[src/rtl/cntr_param.sv]
// Up/down counter with load, alternating single/double steps, wrap or saturate arithmetic.
// Latency: one cycle from inputs to every output; all outputs registered.
// Backpressure: none; the counter accepts its controls on every rising edge.
//
// Ports:
//   clk, reset         rising-edge clock, asynchronous active-high reset
//   en, load, inc      hold/count enable, load request (highest priority), direction
//   clr_ovf            synchronous clear of the sticky overflow flag (a same-edge set wins)
//   d_in               load value
//   d_out, o_state     registered counter value and FSM state code
//   tc, ovf            one-cycle boundary pulse, sticky overflow/underflow flag
module cntr_param #(
    parameter int WIDTH = 8,
    parameter bit SAT   = 1'b0
) (
    input  logic             clk,
    input  logic             reset,
    input  logic             en,
    input  logic             load,
    input  logic             inc,
    input  logic             clr_ovf,
    input  logic [WIDTH-1:0] d_in,
    output logic [WIDTH-1:0] d_out,
    output logic [2:0]       o_state,
    output logic             tc,
    output logic             ovf
);

    typedef enum logic [2:0] {
        IDLE = 3'b000,
        LOAD = 3'b001,
        INC  = 3'b010,
        INC2 = 3'b011,
        DEC  = 3'b100,
        DEC2 = 3'b101
    } state_t;

    state_t           state;
    state_t           state_nxt;
    logic [WIDTH-1:0] d_nxt;
    logic             evt;
    logic [WIDTH:0]   step_w;
    logic [WIDTH:0]   sum;
    logic [WIDTH:0]   diff;

    // Next-state selection. The single/double alternation only continues while
    // staying in the same direction; any other entry point restarts with a single step.
    always_comb begin
        state_nxt = IDLE;
        case (state)
            IDLE, LOAD, INC, INC2, DEC, DEC2: begin
                if (load)
                    state_nxt = LOAD;
                else if (!en)
                    state_nxt = IDLE;
                else if (inc)
                    state_nxt = (state == INC) ? INC2 : INC;
                else
                    state_nxt = (state == DEC) ? DEC2 : DEC;
            end
            // Codes 110/111 should never occur; fall back to IDLE with the value held.
            default: state_nxt = IDLE;
        endcase
    end

    // One extra bit of headroom: for the sum it is the carry out, for the
    // difference it is the borrow; either one marks a range-boundary crossing.
    always_comb begin
        step_w    = '0;
        step_w[1] = (state_nxt == INC2) || (state_nxt == DEC2);
        step_w[0] = !step_w[1];
        sum       = {1'b0, d_out} + step_w;
        diff      = {1'b0, d_out} - step_w;
    end

    always_comb begin
        d_nxt = d_out;
        evt   = 1'b0;
        case (state_nxt)
            LOAD: d_nxt = d_in;
            INC, INC2: begin
                evt   = sum[WIDTH];
                d_nxt = (SAT && evt) ? {WIDTH{1'b1}} : sum[WIDTH-1:0];
            end
            DEC, DEC2: begin
                evt   = diff[WIDTH];
                d_nxt = (SAT && evt) ? {WIDTH{1'b0}} : diff[WIDTH-1:0];
            end
            default: d_nxt = d_out;
        endcase
    end

    always_ff @(posedge clk or posedge reset) begin
        if (reset) begin
            state <= IDLE;
            d_out <= '0;
            tc    <= 1'b0;
            ovf   <= 1'b0;
        end else begin
            state <= state_nxt;
            d_out <= d_nxt;
            tc    <= evt;
            ovf   <= evt | (ovf & ~clr_ovf);
        end
    end

    assign o_state = state;

endmodule
[config.mk]
export PLATFORM = sky130hd
export DESIGN_NAME = cntr_param
export DESIGN_NICKNAME = d
export VERILOG_FILES = /design/src/rtl/cntr_param.sv
export SDC_FILE = /design/constraint.sdc
export NUM_CORES = 1
export LEC_CHECK = 0
export CORE_MARGIN = 2
export CORE_UTILIZATION = 50
export CTS_CLUSTER_DIAMETER = 100
export CTS_CLUSTER_SIZE = 20
export DETAILED_ROUTE_END_ITERATION = 10
export HOLD_SLACK_MARGIN = 0.08
export PLACE_DENSITY = 0.82
export SYNTH_ARGS = -nofsm -noshare
export SYNTH_HDL_FRONTEND = slang
export SYNTH_SLANG_ARGS = --single-unit
[constraint.sdc]
create_clock -name clk -period 5.68 [get_ports clk]
set_input_delay 0.568 -clock clk [delete_from_list [all_inputs] [get_ports clk]]
set_output_delay 0.568 -clock clk [all_outputs]
set_load 0.05 [all_outputs]
==> results of run 1 <==
stage by stage:
stage               instance area [um^2]  hold slack (ns)  instances  power [mW]
finish                              1210            0.555        151       0.378
global route                        1210            0.590        151       0.402
CTS                                 1210            0.562        151       0.378
detailed placement                  1190            0.549        147       0.317
global placement                    1190            0.528        147       0.313
floorplan                            940            0.445        100       0.259
layer usage:
layer,share of wire [%],GRT usage [%],vias up
met5,0,0,-
met4,2.0,12.8,0
met3,5.3,3.46,5
met2,47,37.8,35
met1,45,29.8,397
li1,-,-,411
final cells by class:
class,instances,area share [%]
flip-flops and latches,13,26.8
clock buffers,4,2.17
repair buffers,26,21.5
multi-input cells,74,43.8
well taps,25,2.58
inverters,9,3.20
critical path, stage by stage:
cell	delay [ns]
clkdlybuf4s50_1	0.70
nor3b_1	0.22
or3_1	0.37
nor2_1	0.12
inv_1	0.22
ha_1	0.20
inv_1	0.06
fa_1	0.40
or4_4	0.54
a21boi_1	0.16
and3_1	0.19
a311oi_1	0.19
nand2_1	0.08
placed cells by master, fill, tap and decap left out, types with 2 or more instances in the layout:
master,n
or3_1,2
mux2i_1,4
fa_1,2
nor2_1,8
nand3b_1,2
xor2_1,2
ha_1,4
and3_1,2
o221a_2,4
a21oi_1,5
clkbuf_4,3
clkdlybuf4s50_1,26
nor3b_1,2
dfrtp_1,13
nand3_1,4
inv_1,8
nand2_1,8
nor3_1,6
a31oi_1,2
path summary, 6_finish.rpt:
| kind | cells after the start | end | start | slack, ns |
|---|---|---|---|---|
| max in group asynchronous | 2 | d_out[5] | reset | 4.74 |
| setup / recovery | 13 | d_out[4] | inc | 1.84 |
| hold / removal | 2 | ovf | ovf | 0.56 |
| hold reg to reg | 2 | ovf | ovf | 0.56 |
| min in group asynchronous | 2 | d_out[1] | reset | 0.60 |
| setup reg to reg | 12 | d_out[4] | o_state[1] | 2.43 |
synthesized netlist by cell type:
cell type	count	area [um^2]
a21boi_1	1	7.51
a21oi_1	5	25.0
a311oi_1	1	8.76
a31o_2	1	8.76
a31oi_1	2	12.5
and2_1	1	6.26
and3_1	2	12.5
and3b_1	1	8.76
and3b_2	1	10.0
buf_6	4	45.0
clkinv_4	1	8.76
dfrtp_1	13	325
fa_1	2	40.0
ha_1	4	50.1
inv_1	8	30.0
mux2_2	1	11.3
mux2i_1	4	40.0
nand2_1	8	30.0
nand3_1	4	20.0
nand3b_1	2	15.0
nor2_1	8	30.0
nor2b_1	1	6.26
nor3_1	6	30.0
nor3b_1	2	15.0
nor4_1	1	6.26
o211ai_1	1	7.51
o21ai_0	1	5.00
o221a_2	4	45.0
o221ai_1	1	8.76
o22ai_1	1	6.26
o32ai_1	1	8.76
or2_2	1	6.26
or3_1	2	12.5
or3_2	1	7.51
or4_4	1	11.3
xor2_1	2	17.5
cells by family (layout without fill, tap and decap cells):
kind of cell	after synthesis	count (layout)	share of synthesized area, %
simple gates	42	42	24.2
compound gates	19	19	15.3
xor+xnor	2	2	1.86
buf+inv	13	39	8.92
fa+ha+maj	6	6	9.59
flops	13	13	34.6
mux	5	5	5.46
sequential cells by signal (all words and copies together), names as in the netlist:
signal / flops
o_state: 3
d_out: 8
tc: 1
ovf: 1
power by group:
group | internal, mW | leakage (nW) | switching (mW)
registers | 0.107 | 0.158 | 0.0257
logic | 0.0731 | 0.343 | 0.110
clock network | 0.0274 | 0.0150 | 0.0339
==> flow_metrics.py, run 1 <==
metrics = {
    "timing": {
        "setup_viol": 0,
        "setup_tns_ns": 0,
        "timing.fmax_mhz": 260,
        "final_hold_viol_count": 0,
        "setup_ws_ns": 1.84,
        "fin_skew_ns": 0.00583,
        "rsz0062_at_grt": "false",
        "period_share_pct": 67.6,
        "max_slew_margin_pct": 55.1,
        "max_slew.worst_pin.slew_ns": 0.671,
        "post-route-min-period_ns": 3.84,
        "maxSlewViolCount": 0,
    },
    "global_routing": {
        "grt-ovfl-total": 0,
        "grt_pass1_vias": 770,
        "grt_pass1_wl_mm": 3.51,
        "track_usage_pct": 23.4,
        "grt_max_degree": 18,
        "antenna_found_initial": 0,
    },
    "route": {
        "routedWlPerCell_um": 14.6,
        "drc": 0,
        "drt_iter0_markers": 20,
        "totalWireLength_mm": 2.21,
        "drtAntennaViolNets": 0,
        "vias": 848,
        "dr.pass1.iters": 4,
        "vias_per_cell": 5.62,
    },
    "clocking": {
        "numCtsBuffers": 3,
        "clock-sinks": 13,
        "clk_latency_ns": 0.29,
        "htree_levels": 1,
        "cts_resized": 0,
        "clk_pin_slew_ns": 0.09,
        "clockRootBuffer": "clkbuf_4",
        "post_cts_buffers": 0,
        "holdBufCountCts": 0,
        "clock_path_buffers": 2,
        "tritoncts": "built",
    },
    "logic_synthesis": {
        "synth_nets": 120,
        "netlist_instances": 100,
        "yosysSeqAreaShare_pct": 34.6,
        "ys_types": 36,
        "syn-cell-area_um2": 940,
        "synth_area_per_cell_um2": 9.40,
        "ys_warn_count": 0,
        "ys_ff_latch": 13,
    },
    "power": {
        "powerDensity_nw_per_um2": 312,
        "power.leakage_nw": 0.516,
        "ir_drop_uv": 223,
    },
    "floorplan": {
        "coreArea_um2": 1750,
        "die_h_um": 47.4,
        "num_rows": 15,
        "io_pins": 27,
        "die_area_um2": 2240,
        "die_w_um": 47.4,
        "start_util_pct": 53.8,
    },
    "setup_path": {
        "cp.arrival_ns": 4.02,
        "required_ns": 5.86,
        "crit_fanout": 12,
        "endpoint_kind": "flop",
        "startpoint_type": "input pin",
        "crit_type": "in -> reg",
    },
    "final_layout": {
        "multi_input_area_um2": 531,
        "layout-drive-gt1-share_pct": 11.1,
        "nets": 147,
        "fillers": 146,
        "syn2layout_area_growth_pct": 29.0,
        "n_antenna_cell": 0,
        "final_util_pct": 69.5,
        "regArea_um2": 325,
    },
    "min_path": {
        "hp-class": "reg -> reg",
    },
    "place": {
        "pre_cts_slack_ns": 1.57,
        "dp_hpwl_mm": 1.59,
        "gp_congestion": 0.852,
        "place.port_buffers": 26,
    },
    "job": {
        "maxCapViolations": 0,
    },
    "status": {
        "outcome": "finished, final reports clean",
    },
}
Note: power is estimated with default switching activity, not from simulation.
==> run 2, diff against run 1 <==
- CORE_UTILIZATION: 50 -> 46
- PLACE_DENSITY: 0.82 -> 0.77
- clock period: 5.68 -> 3.7 ns (I/O delays scaled with it)
==> run 2 against run 1 <==
Effect of this change:
- hold slack lost 0.14 ns
- final cell count grew 3.3%
- worst setup slack lost 1.3 ns
- clock power grew 47%
- sequential share of layout area shrank 0.54 points
- final area grew 2.1%
- non-clock buffer count grew 3
- critical path type unchanged
- largest power group unchanged
==> flow_metrics.py, run 2 (same netlist as run 1, synthesis figures left out) <==
metrics = {
    "clocking": {
        "clock_path_buffers": 2,
        "tritoncts": "built",
        "clk_pin_slew_ns": 0.09,
        "clock-sinks": 13,
        "clockRootBuffer": "clkbuf_4",
        "holdBufCountCts": 0,
        "htree_levels": 1,
        "post_cts_buffers": 0,
        "cts_resized": 0,
        "numCtsBuffers": 3,
        "clk_latency_ns": 0.27,
    },
    "timing": {
        "post-route-min-period_ns": 3.17,
        "final_hold_viol_count": 0,
        "maxSlewViolCount": 0,
        "rsz0062_at_grt": "false",
        "timing.fmax_mhz": 316,
        "max_slew.worst_pin.slew_ns": 0.502,
        "period_share_pct": 85.6,
        "fin_skew_ns": 0.00489,
        "holdWs_ns": 0.419,
        "max_slew_margin_pct": 66.5,
        "setup_viol": 0,
        "setup_tns_ns": 0,
    },
    "global_routing": {
        "antenna_found_initial": 0,
        "track_usage_pct": 21.6,
        "grt_max_degree": 17,
        "grt_pass1_vias": 855,
        "grt-ovfl-total": 0,
        "grt_pass1_wl_mm": 4.07,
    },
    "floorplan": {
        "die_h_um": 49.2,
        "num_rows": 16,
        "die_w_um": 49.2,
        "start_util_pct": 48.4,
        "io_pins": 27,
        "coreArea_um2": 1940,
        "die_area_um2": 2420,
    },
    "power": {
        "powerDensity_nw_per_um2": 467,
        "power.leakage_nw": 0.530,
        "ir_drop_uv": 244,
    },
    "final_layout": {
        "nets": 150,
        "final_cells": 156,
        "syn2layout_area_growth_pct": 31.7,
        "final_common_cell": "clkdlybuf4s50_1",
        "layout_common_cells": "clkdlybuf4s50_1, dfrtp_1, nand2_1, nor2_1, inv_1",
        "final_util_pct": 63.7,
        "largest_reg_flops": 8,
        "n_antenna_cell": 0,
        "largest-register": "d_out",
        "layout-drive-gt1-share_pct": 13.2,
    },
    "status": {
        "outcome": "finished, final reports clean",
    },
    "route": {
        "totalWireLength_mm": 2.23,
        "routedWlPerCell_um": 14.3,
        "vias_per_cell": 5.53,
        "dr.pass1.iters": 4,
        "drtAntennaViolNets": 0,
        "vias": 863,
        "drc": 0,
        "drt_iter0_markers": 13,
    },
    "setup_path": {
        "endpoint_kind": "flop",
        "crit_type": "in -> reg",
        "crit_fanout": 5,
        "worstReg2RegEnd": "d_out[4]",
        "rr_worst_depth": 11,
        "startpoint_type": "input pin",
        "crit_path_start": "en",
        "rr_startpoint": "o_state[1]",
        "cp.arrival_ns": 3.33,
        "r2r_slack_ns": 0.73,
        "required_ns": 3.86,
    },
    "place": {
        "dp.cells": 152,
        "gp_congestion": 0.888,
        "place.port_buffers": 26,
        "dp_hpwl_mm": 1.69,
    },
    "job": {
        "maxCapViolations": 0,
    },
    "min_path": {
        "hp-class": "in -> async",
    },
}
run 2: worst max path at each step:
stage | to | slack [ns] | cells after the start
final | d_out[4] | 0.53 | 12
after global routing | d_out[4] | 0.31 | 12
after CTS | d_out[4] | 0.54 | 12
after detailed placement | d_out[4] | 0.25 | 12
after global placement | d_out[4] | 0.36 | 12
after floorplan | d_out[4] | 0.49 | 13
run 2: power breakdown:
part / leakage [nW] / internal [mW] / switching (mW)
clock network: 0.0150 / 0.0417 / 0.0483
registers: 0.158 / 0.165 / 0.0404
logic: 0.357 / 0.115 / 0.168
run 2: per-stage QoR:
step / instance area [um^2] / power [mW] / setup WS, ns
2_1_floorplan: 940 / 0.398 / 0.485
3_3_place_gp: 1210 / 0.485 / 0.358
3_5_place_dp: 1210 / 0.490 / 0.249
4_1_cts: 1240 / 0.582 / 0.537
5_1_grt: 1240 / 0.622 / 0.311
6_report: 1240 / 0.578 / 0.532
run 2: area by class of cell:
type                       instances  area, um^2
timing repair buffer              29         283
clock buffer                       4        26.3
tap                               27        33.8
sequential                        13         325
inverter                           9        38.8
multi-input combinational         74         531
fill                             183         704
run 2: critical path, stage by stage:
cell	delay, ns
clkdlybuf4s50_1	0.48
nor2b_1	0.14
o21ai_0	0.08
or3_1	0.34
nor2_1	0.16
inv_1	0.15
fa_1	0.44
or4_4	0.54
a21boi_1	0.15
and3_1	0.19
a311oi_1	0.20
nand2_1	0.08
run 2: layer usage:
metal	global-route usage, %	vias up	share of wire (%)
li1	-	419	-
met1	28.8	418	46
met2	35.4	24	48
met3	4.60	2	5.1
met4	5.71	0	0.72
met5	0	-	0
==> run 3, diff against run 2 <==
- ABC_AREA: unset -> 0
==> results of run 3 <==
The final DEF is identical to that of run 2; final timing and power are the same.
